$ cat src/rtl/spi_pkg.sv
// Shared types and width helpers for the mode-0 SPI master.
package spi_pkg;

    typedef enum logic [2:0] {
        IDLE,
        CS_SETUP,
        SCLK_LOW,
        SCLK_HIGH,
        CS_HOLD,
        DONE
    } state_e;

    function automatic int psize_w(input int nbits);
        return $clog2(nbits) + 1;
    endfunction

    function automatic int csaddr_w(input int ncs);
        return (ncs > 1) ? $clog2(ncs) : 1;
    endfunction

endpackage

$ cat src/rtl/spi_clk_div.sv
// SCLK half-period timer: reloads with D on each phase entry, flags the last cycle of the phase.
module spi_clk_div #(
    parameter int divw = 8
) (
    input  logic            clk,
    input  logic            reset,
    input  logic            load,
    input  logic            active,
    input  logic [divw-1:0] div,
    output logic            phase_done
);

    logic [divw-1:0] cnt_q, cnt_d;

    always_comb begin
        cnt_d = cnt_q;
        if (load)
            cnt_d = div;
        else if (cnt_q != '0)
            cnt_d = cnt_q - divw'(1);
    end

    always_ff @(posedge clk) begin
        if (reset)
            cnt_q <= '0;
        else
            cnt_q <= cnt_d;
    end

    assign phase_done = active && (cnt_q == '0);

endmodule

$ cat src/rtl/spi_master_nch.sv
// Mode-0 SPI master with runtime packet length, SCLK divider and chip-select index.
module spi_master_nch
    import spi_pkg::*;
#(
    parameter int nbits = 34,
    parameter int ncs   = 4,
    parameter int divw  = 8
) (
    input  logic                         clk,
    input  logic                         reset,
    input  logic                         packet_size_ifc_val,
    output logic                         packet_size_ifc_rdy,
    input  logic [psize_w(nbits)-1:0]    packet_size_ifc_msg,
    input  logic                         cs_addr_ifc_val,
    output logic                         cs_addr_ifc_rdy,
    input  logic [csaddr_w(ncs)-1:0]     cs_addr_ifc_msg,
    input  logic                         freq_ifc_val,
    output logic                         freq_ifc_rdy,
    input  logic [divw-1:0]              freq_ifc_msg,
    input  logic                         recv_val,
    output logic                         recv_rdy,
    input  logic [nbits-1:0]             recv_msg,
    output logic                         send_val,
    input  logic                         send_rdy,
    output logic [nbits-1:0]             send_msg,
    output logic [ncs-1:0]               cs,
    output logic                         sclk,
    output logic                         mosi,
    input  logic                         miso
);

    localparam int PSW = psize_w(nbits);
    localparam int CSW = csaddr_w(ncs);
    localparam logic [PSW-1:0] NBITS_P = PSW'(nbits);

    state_e           state_q, state_d;
    logic [PSW-1:0]   psize_q, psize_d, act_psize_q, act_psize_d;
    logic [CSW-1:0]   csaddr_q, csaddr_d, act_cs_q, act_cs_d;
    logic [divw-1:0]  div_q, div_d, act_div_q, act_div_d;
    logic [nbits-1:0] tx_q, tx_d, rx_q, rx_d, tx_shr;
    logic [PSW-1:0]   cnt_q, cnt_d, pidx;
    logic [ncs-1:0]   cs_q, cs_d;
    logic             sclk_q, sclk_d, mosi_q, mosi_d, send_val_q, send_val_d;
    logic             idle, phase_done, div_load, div_active, active_d;

    assign idle = (state_q == IDLE) && !reset;
    assign recv_rdy            = idle;
    assign packet_size_ifc_rdy = idle;
    assign cs_addr_ifc_rdy     = idle;
    assign freq_ifc_rdy        = idle;

    assign div_active = (state_q == SCLK_LOW) || (state_q == SCLK_HIGH);
    assign div_load   = (state_d != state_q) && ((state_d == SCLK_LOW) || (state_d == SCLK_HIGH));

    spi_clk_div #(.divw(divw)) u_clk_div (
        .clk        (clk),
        .reset      (reset),
        .load       (div_load),
        .active     (div_active),
        .div        (act_div_q),
        .phase_done (phase_done)
    );

    always_comb begin
        state_d     = state_q;
        psize_d     = psize_q;
        csaddr_d    = csaddr_q;
        div_d       = div_q;
        act_psize_d = act_psize_q;
        act_cs_d    = act_cs_q;
        act_div_d   = act_div_q;
        tx_d        = tx_q;
        rx_d        = rx_q;
        cnt_d       = cnt_q;
        case (state_q)
            IDLE: begin
                if (packet_size_ifc_val)
                    psize_d = (packet_size_ifc_msg == '0 || packet_size_ifc_msg > NBITS_P)
                              ? NBITS_P : packet_size_ifc_msg;
                if (cs_addr_ifc_val) csaddr_d = cs_addr_ifc_msg;
                if (freq_ifc_val)    div_d    = freq_ifc_msg;
                // Snapshot the pre-edge config so a simultaneous config write only affects later packets.
                if (recv_val) begin
                    act_psize_d = psize_q;
                    act_cs_d    = csaddr_q;
                    act_div_d   = div_q;
                    tx_d        = recv_msg;
                    rx_d        = '0;
                    cnt_d       = '0;
                    state_d     = CS_SETUP;
                end
            end
            CS_SETUP: state_d = SCLK_LOW;
            SCLK_LOW: begin
                if (phase_done) begin
                    rx_d    = {rx_q[nbits-2:0], miso};
                    state_d = SCLK_HIGH;
                end
            end
            SCLK_HIGH: begin
                if (phase_done) begin
                    tx_d    = tx_q << 1;
                    cnt_d   = cnt_q + PSW'(1);
                    state_d = (cnt_d == act_psize_q) ? CS_HOLD : SCLK_LOW;
                end
            end
            CS_HOLD: state_d = DONE;
            DONE:    if (send_rdy) state_d = IDLE;
            default: state_d = IDLE;
        endcase

        // Outputs are registered from the next state so pins change cleanly on clock edges.
        active_d   = (state_d == CS_SETUP) || (state_d == SCLK_LOW) ||
                     (state_d == SCLK_HIGH) || (state_d == CS_HOLD);
        sclk_d     = (state_d == SCLK_HIGH);
        send_val_d = (state_d == DONE);
        pidx       = act_psize_d - PSW'(1);
        tx_shr     = tx_d >> pidx;
        mosi_d     = ((state_d == CS_SETUP) || (state_d == SCLK_LOW) || (state_d == SCLK_HIGH))
                     ? tx_shr[0] : 1'b0;
        for (int i = 0; i < ncs; i++)
            cs_d[i] = !(active_d && (int'(act_cs_d) == i));
    end

    always_ff @(posedge clk) begin
        if (reset) begin
            state_q     <= IDLE;
            psize_q     <= NBITS_P;
            csaddr_q    <= '0;
            div_q       <= '0;
            act_psize_q <= NBITS_P;
            act_cs_q    <= '0;
            act_div_q   <= '0;
            tx_q        <= '0;
            rx_q        <= '0;
            cnt_q       <= '0;
            cs_q        <= '1;
            sclk_q      <= 1'b0;
            mosi_q      <= 1'b0;
            send_val_q  <= 1'b0;
        end else begin
            state_q     <= state_d;
            psize_q     <= psize_d;
            csaddr_q    <= csaddr_d;
            div_q       <= div_d;
            act_psize_q <= act_psize_d;
            act_cs_q    <= act_cs_d;
            act_div_q   <= act_div_d;
            tx_q        <= tx_d;
            rx_q        <= rx_d;
            cnt_q       <= cnt_d;
            cs_q        <= cs_d;
            sclk_q      <= sclk_d;
            mosi_q      <= mosi_d;
            send_val_q  <= send_val_d;
        end
    end

    assign cs       = cs_q;
    assign sclk     = sclk_q;
    assign mosi     = mosi_q;
    assign send_val = send_val_q;
    assign send_msg = rx_q;

endmodule

$ cat config.mk
export PLATFORM = sky130hd
export DESIGN_NAME = spi_master_nch
export DESIGN_NICKNAME = d
export VERILOG_FILES = /design/src/rtl/spi_pkg.sv /design/src/rtl/spi_clk_div.sv /design/src/rtl/spi_master_nch.sv
export SDC_FILE = /design/constraint.sdc
export NUM_CORES = 1
export LEC_CHECK = 0
export CAP_MARGIN = 30
export CORE_MARGIN = 3
export CORE_UTILIZATION = 53
export CTS_CLUSTER_SIZE = 20
export DETAILED_ROUTE_END_ITERATION = 6
export GPL_TIMING_DRIVEN = 0
export PLACE_DENSITY = 0.91
export SLEW_MARGIN = 0
export SYNTH_ARGS = -nofsm -noshare
export SYNTH_HDL_FRONTEND = slang
export SYNTH_SLANG_ARGS = --single-unit
$ cat constraint.sdc
create_clock -name clk -period 5.8 [get_ports clk]
set_input_delay 1.45 -clock clk [delete_from_list [all_inputs] [get_ports clk]]
set_output_delay 1.45 -clock clk [all_outputs]
set_load 0.005 [all_outputs]
==> out/results.ini <==
[global_routing]
grt_pass1_wl_microns=29210
grt-ovfl-total=0
antenna_found_initial=0
grt_pass1_vias=5871
grt_max_degree=17
grtUsageTotal_pct=28.56

[clocking]
insertion_delay_ns=0.43
path_clk_slew_ns=0.06
cts_root_buf=clkbuf_16
cts_hold_buffers=0
cts_tree=built
cts.sinks=127
clockBufferDepth=2
post_cts_buffers=0
htree_num_levels=4
cts-buffers-inserted=17
cts_resized=0

[synthesis]
synth_cells=736
ys_types=68
yosys-top-cells-area=dfxtp_1 (42%), nand2_1 (7.3%), a21oi_1 (7.1%), nand3_1 (4.0%), nor2_1 (3.9%)
netlist_area_sq_mm=0.006017
synthFlopType=dfxtp_1
synth_commonest_cells=dfxtp_1 (127), nand2_1 (117), a21oi_1 (85)
synth-edff-count=0
synth_nets=799
yosys.area.top_type_share_pct=42.25
ys_ff_latch=127
yosysWarnings=0
synth.most_common_cell=dfxtp_1
synthArstFlopShare_pct=0
yosys.area.top_type=dfxtp_1
synth_seq_area_share_pct=42.25
syn_avg_cell_area_sq_um=8.175

[detailed_routing]
via_count=6217
antenna_left=0
wl_microns=18100
vias_per_cell=6.155
drc=0
drt-initial-drc-count=803
firstDrtPassIters=6
wire_per_inst_microns=17.92

[die]
placementRows=38
io-pin-count=104
start_util_pct=54.78
die_h_microns=112.6
die_w_microns=112.6
core_sq_mm=0.01098
die_area_sq_mm=0.01267

[placed_design]
placed_area_sq_mm=0.007213
io_buffers=102
detailedPlace.worstSlack_ns=0.001595
hpwl_microns=12210
gp_congestion=0.9783
post-place-cells=978

[critical_path]
ff2ff_setup_slack_ns=1.47
crit_fanout=10
start_kind=input pin
endpoint_kind=flip-flop
crit_type=input pin to flip-flop
crit_start=recv_val
endpoint=mosi
worstPathArrival_ns=5.84
r2r_end=mosi
required_ns=6.14
ff2ff_path_depth=14
reg2reg_from=state_q[2]

[sta]
slew_violations=0
hold_violations=0
finalCriticalPeriod_ns=5.493
setup_violations=0
skew_ns=0.007562
maxSlewHeadroom_pct=44.84
tightest_slew_ns=0.8253
rsz0062_at_grt=false
timing.final.crit_share_pct=94.71
fin_ws_ns=0.3068
fin_tns_setup_ns=0
fmaxAchievable_mhz=182.0

[pwr]
ir_drop_mv=0.2247
power.density_mw_per_mm2=344.9
totalPowerFinal_mw=2.686
leakagePower_nw=2.841

[layout]
diodes=0
fillers=846
layout-drive-gt1-share_pct=7.126
fin_nets=920
design_area_sq_mm=0.007787
syn_to_final_growth_pct=29.42
final_cells=1010

[flow_run]
maxCapViolations=0

[run_status]
status=complete, no violations

[worst_hold_path]
hold_path_class=flip-flop to flip-flop
min-delay-start=div_q[1]

-- report_power, final --
part	leakage (nW)	internal (mW)	switching (mW)
clock	0.283	0.601	0.442
sequential	1.03	0.936	0.0545
combinational	1.53	0.257	0.394
-- layout make-up --
type / instances / area [sq um] / area share [%]
clock buffers: 17 / 425.4 / 5.463
flip-flops and latches: 127 / 2542 / 32.65
clock inverters: 15 / 148.9 / 1.912
well taps: 140 / 175.2 / 2.249
inverters: 8 / 30.03 / 0.3856
multi-input cells: 544 / 3179 / 40.83
repair buffers: 102 / 1021 / 13.11
plain buffers: 57 / 265.3 / 3.406
-- cell usage in the layout (no fill, tap or decap), types with 5 or more instances in the layout --
cell | Yosys | layout
and2_1 | 12 | 12
nand2_1 | 117 | 117
a21oi_1 | 85 | 85
nor3_1 | 18 | 18
nand3_1 | 48 | 48
nor4_1 | 6 | 6
o21ai_0 | 14 | 14
clkbuf_16 | 0 | 17
xor2_1 | 8 | 8
a22oi_1 | 12 | 12
inv_1 | 7 | 7
or3_1 | 9 | 9
clkdlybuf4s50_1 | 0 | 102
nor3b_1 | 5 | 5
mux2i_1 | 11 | 11
and3_1 | 13 | 13
clkbuf_1 | 39 | 39
a22o_1 | 7 | 7
buf_2 | 8 | 8
a311oi_1 | 5 | 5
o22ai_1 | 5 | 5
nor2_1 | 62 | 62
xnor2_1 | 11 | 11
dfxtp_1 | 127 | 127
inv_6 | 0 | 5
a211oi_1 | 5 | 5
a221oi_1 | 22 | 22
-- registers in the layout (all words and copies together) (netlist names), 4 cells and up --
register,cells
send_msg,34
tx_q,34
act_div_q,8
div_q,8
u_clk_div.cnt_q,8
act_psize_q,7
cnt_q,7
psize_q,7
cs,4
-- critical path, stage by stage --
cell             delay [ns]
clkdlybuf4s50_1        0.49
or4b_4                 0.25
buf_6                  0.12
buf_6                  0.15
clkbuf_1               0.54
clkbuf_1               0.49
mux2i_1                0.19
ha_1                   0.30
xnor2_1                0.51
nand2_1                0.19
a2111oi_0              0.39
nor4_1                 0.13
a311o_1                0.38
a211oi_2               0.25
-- through the flow --
stage / hold WS, ns / utilization (%)
2_1_floorplan: 0.4321 / -
3_3_place_gp: 0.4412 / 65.68
3_5_place_dp: 0.4459 / 65.68
4_1_cts: 0.4550 / 70.90
5_1_grt: 0.4742 / 70.90
6_report: 0.4544 / 70.90
-- metal layers --
| layer | vias to the layer above | global-route usage (%) | wire length, microns |
|---|---|---|---|
| met5 | - | 0 | 0 |
| met4 | 0 | 12.10 | 573 |
| met3 | 68 | 7.385 | 1896 |
| met2 | 382 | 44.91 | 8362 |
| met1 | 2874 | 37.27 | 7266 |
| li1 | 2893 | - | - |
-- logic make-up after synthesis --
| kind of cell | Yosys count | synth area share, % |
|---|---|---|
| xor gates and xnor gates | 21 | 3.410 |
| adders and majority gates | 4 | 0.8318 |
| DFF | 127 | 42.25 |
| buffers and inverters | 65 | 4.907 |
| AOI/OAI and AO/OA | 187 | 20.32 |
| and+or+nand+nor | 316 | 25.08 |
| muxes | 16 | 3.202 |
-- worst min-delay path by stage --
stage                         endpoint  cells past startpoint
after floorplan           act_div_q[0]                      2
after global placement    act_div_q[7]                      2
after detailed placement  act_div_q[3]                      2
after CTS                 act_div_q[3]                      2
after global routing      act_div_q[2]                      2
final                     act_div_q[1]                      2
Power figures use the tool's default switching activity.
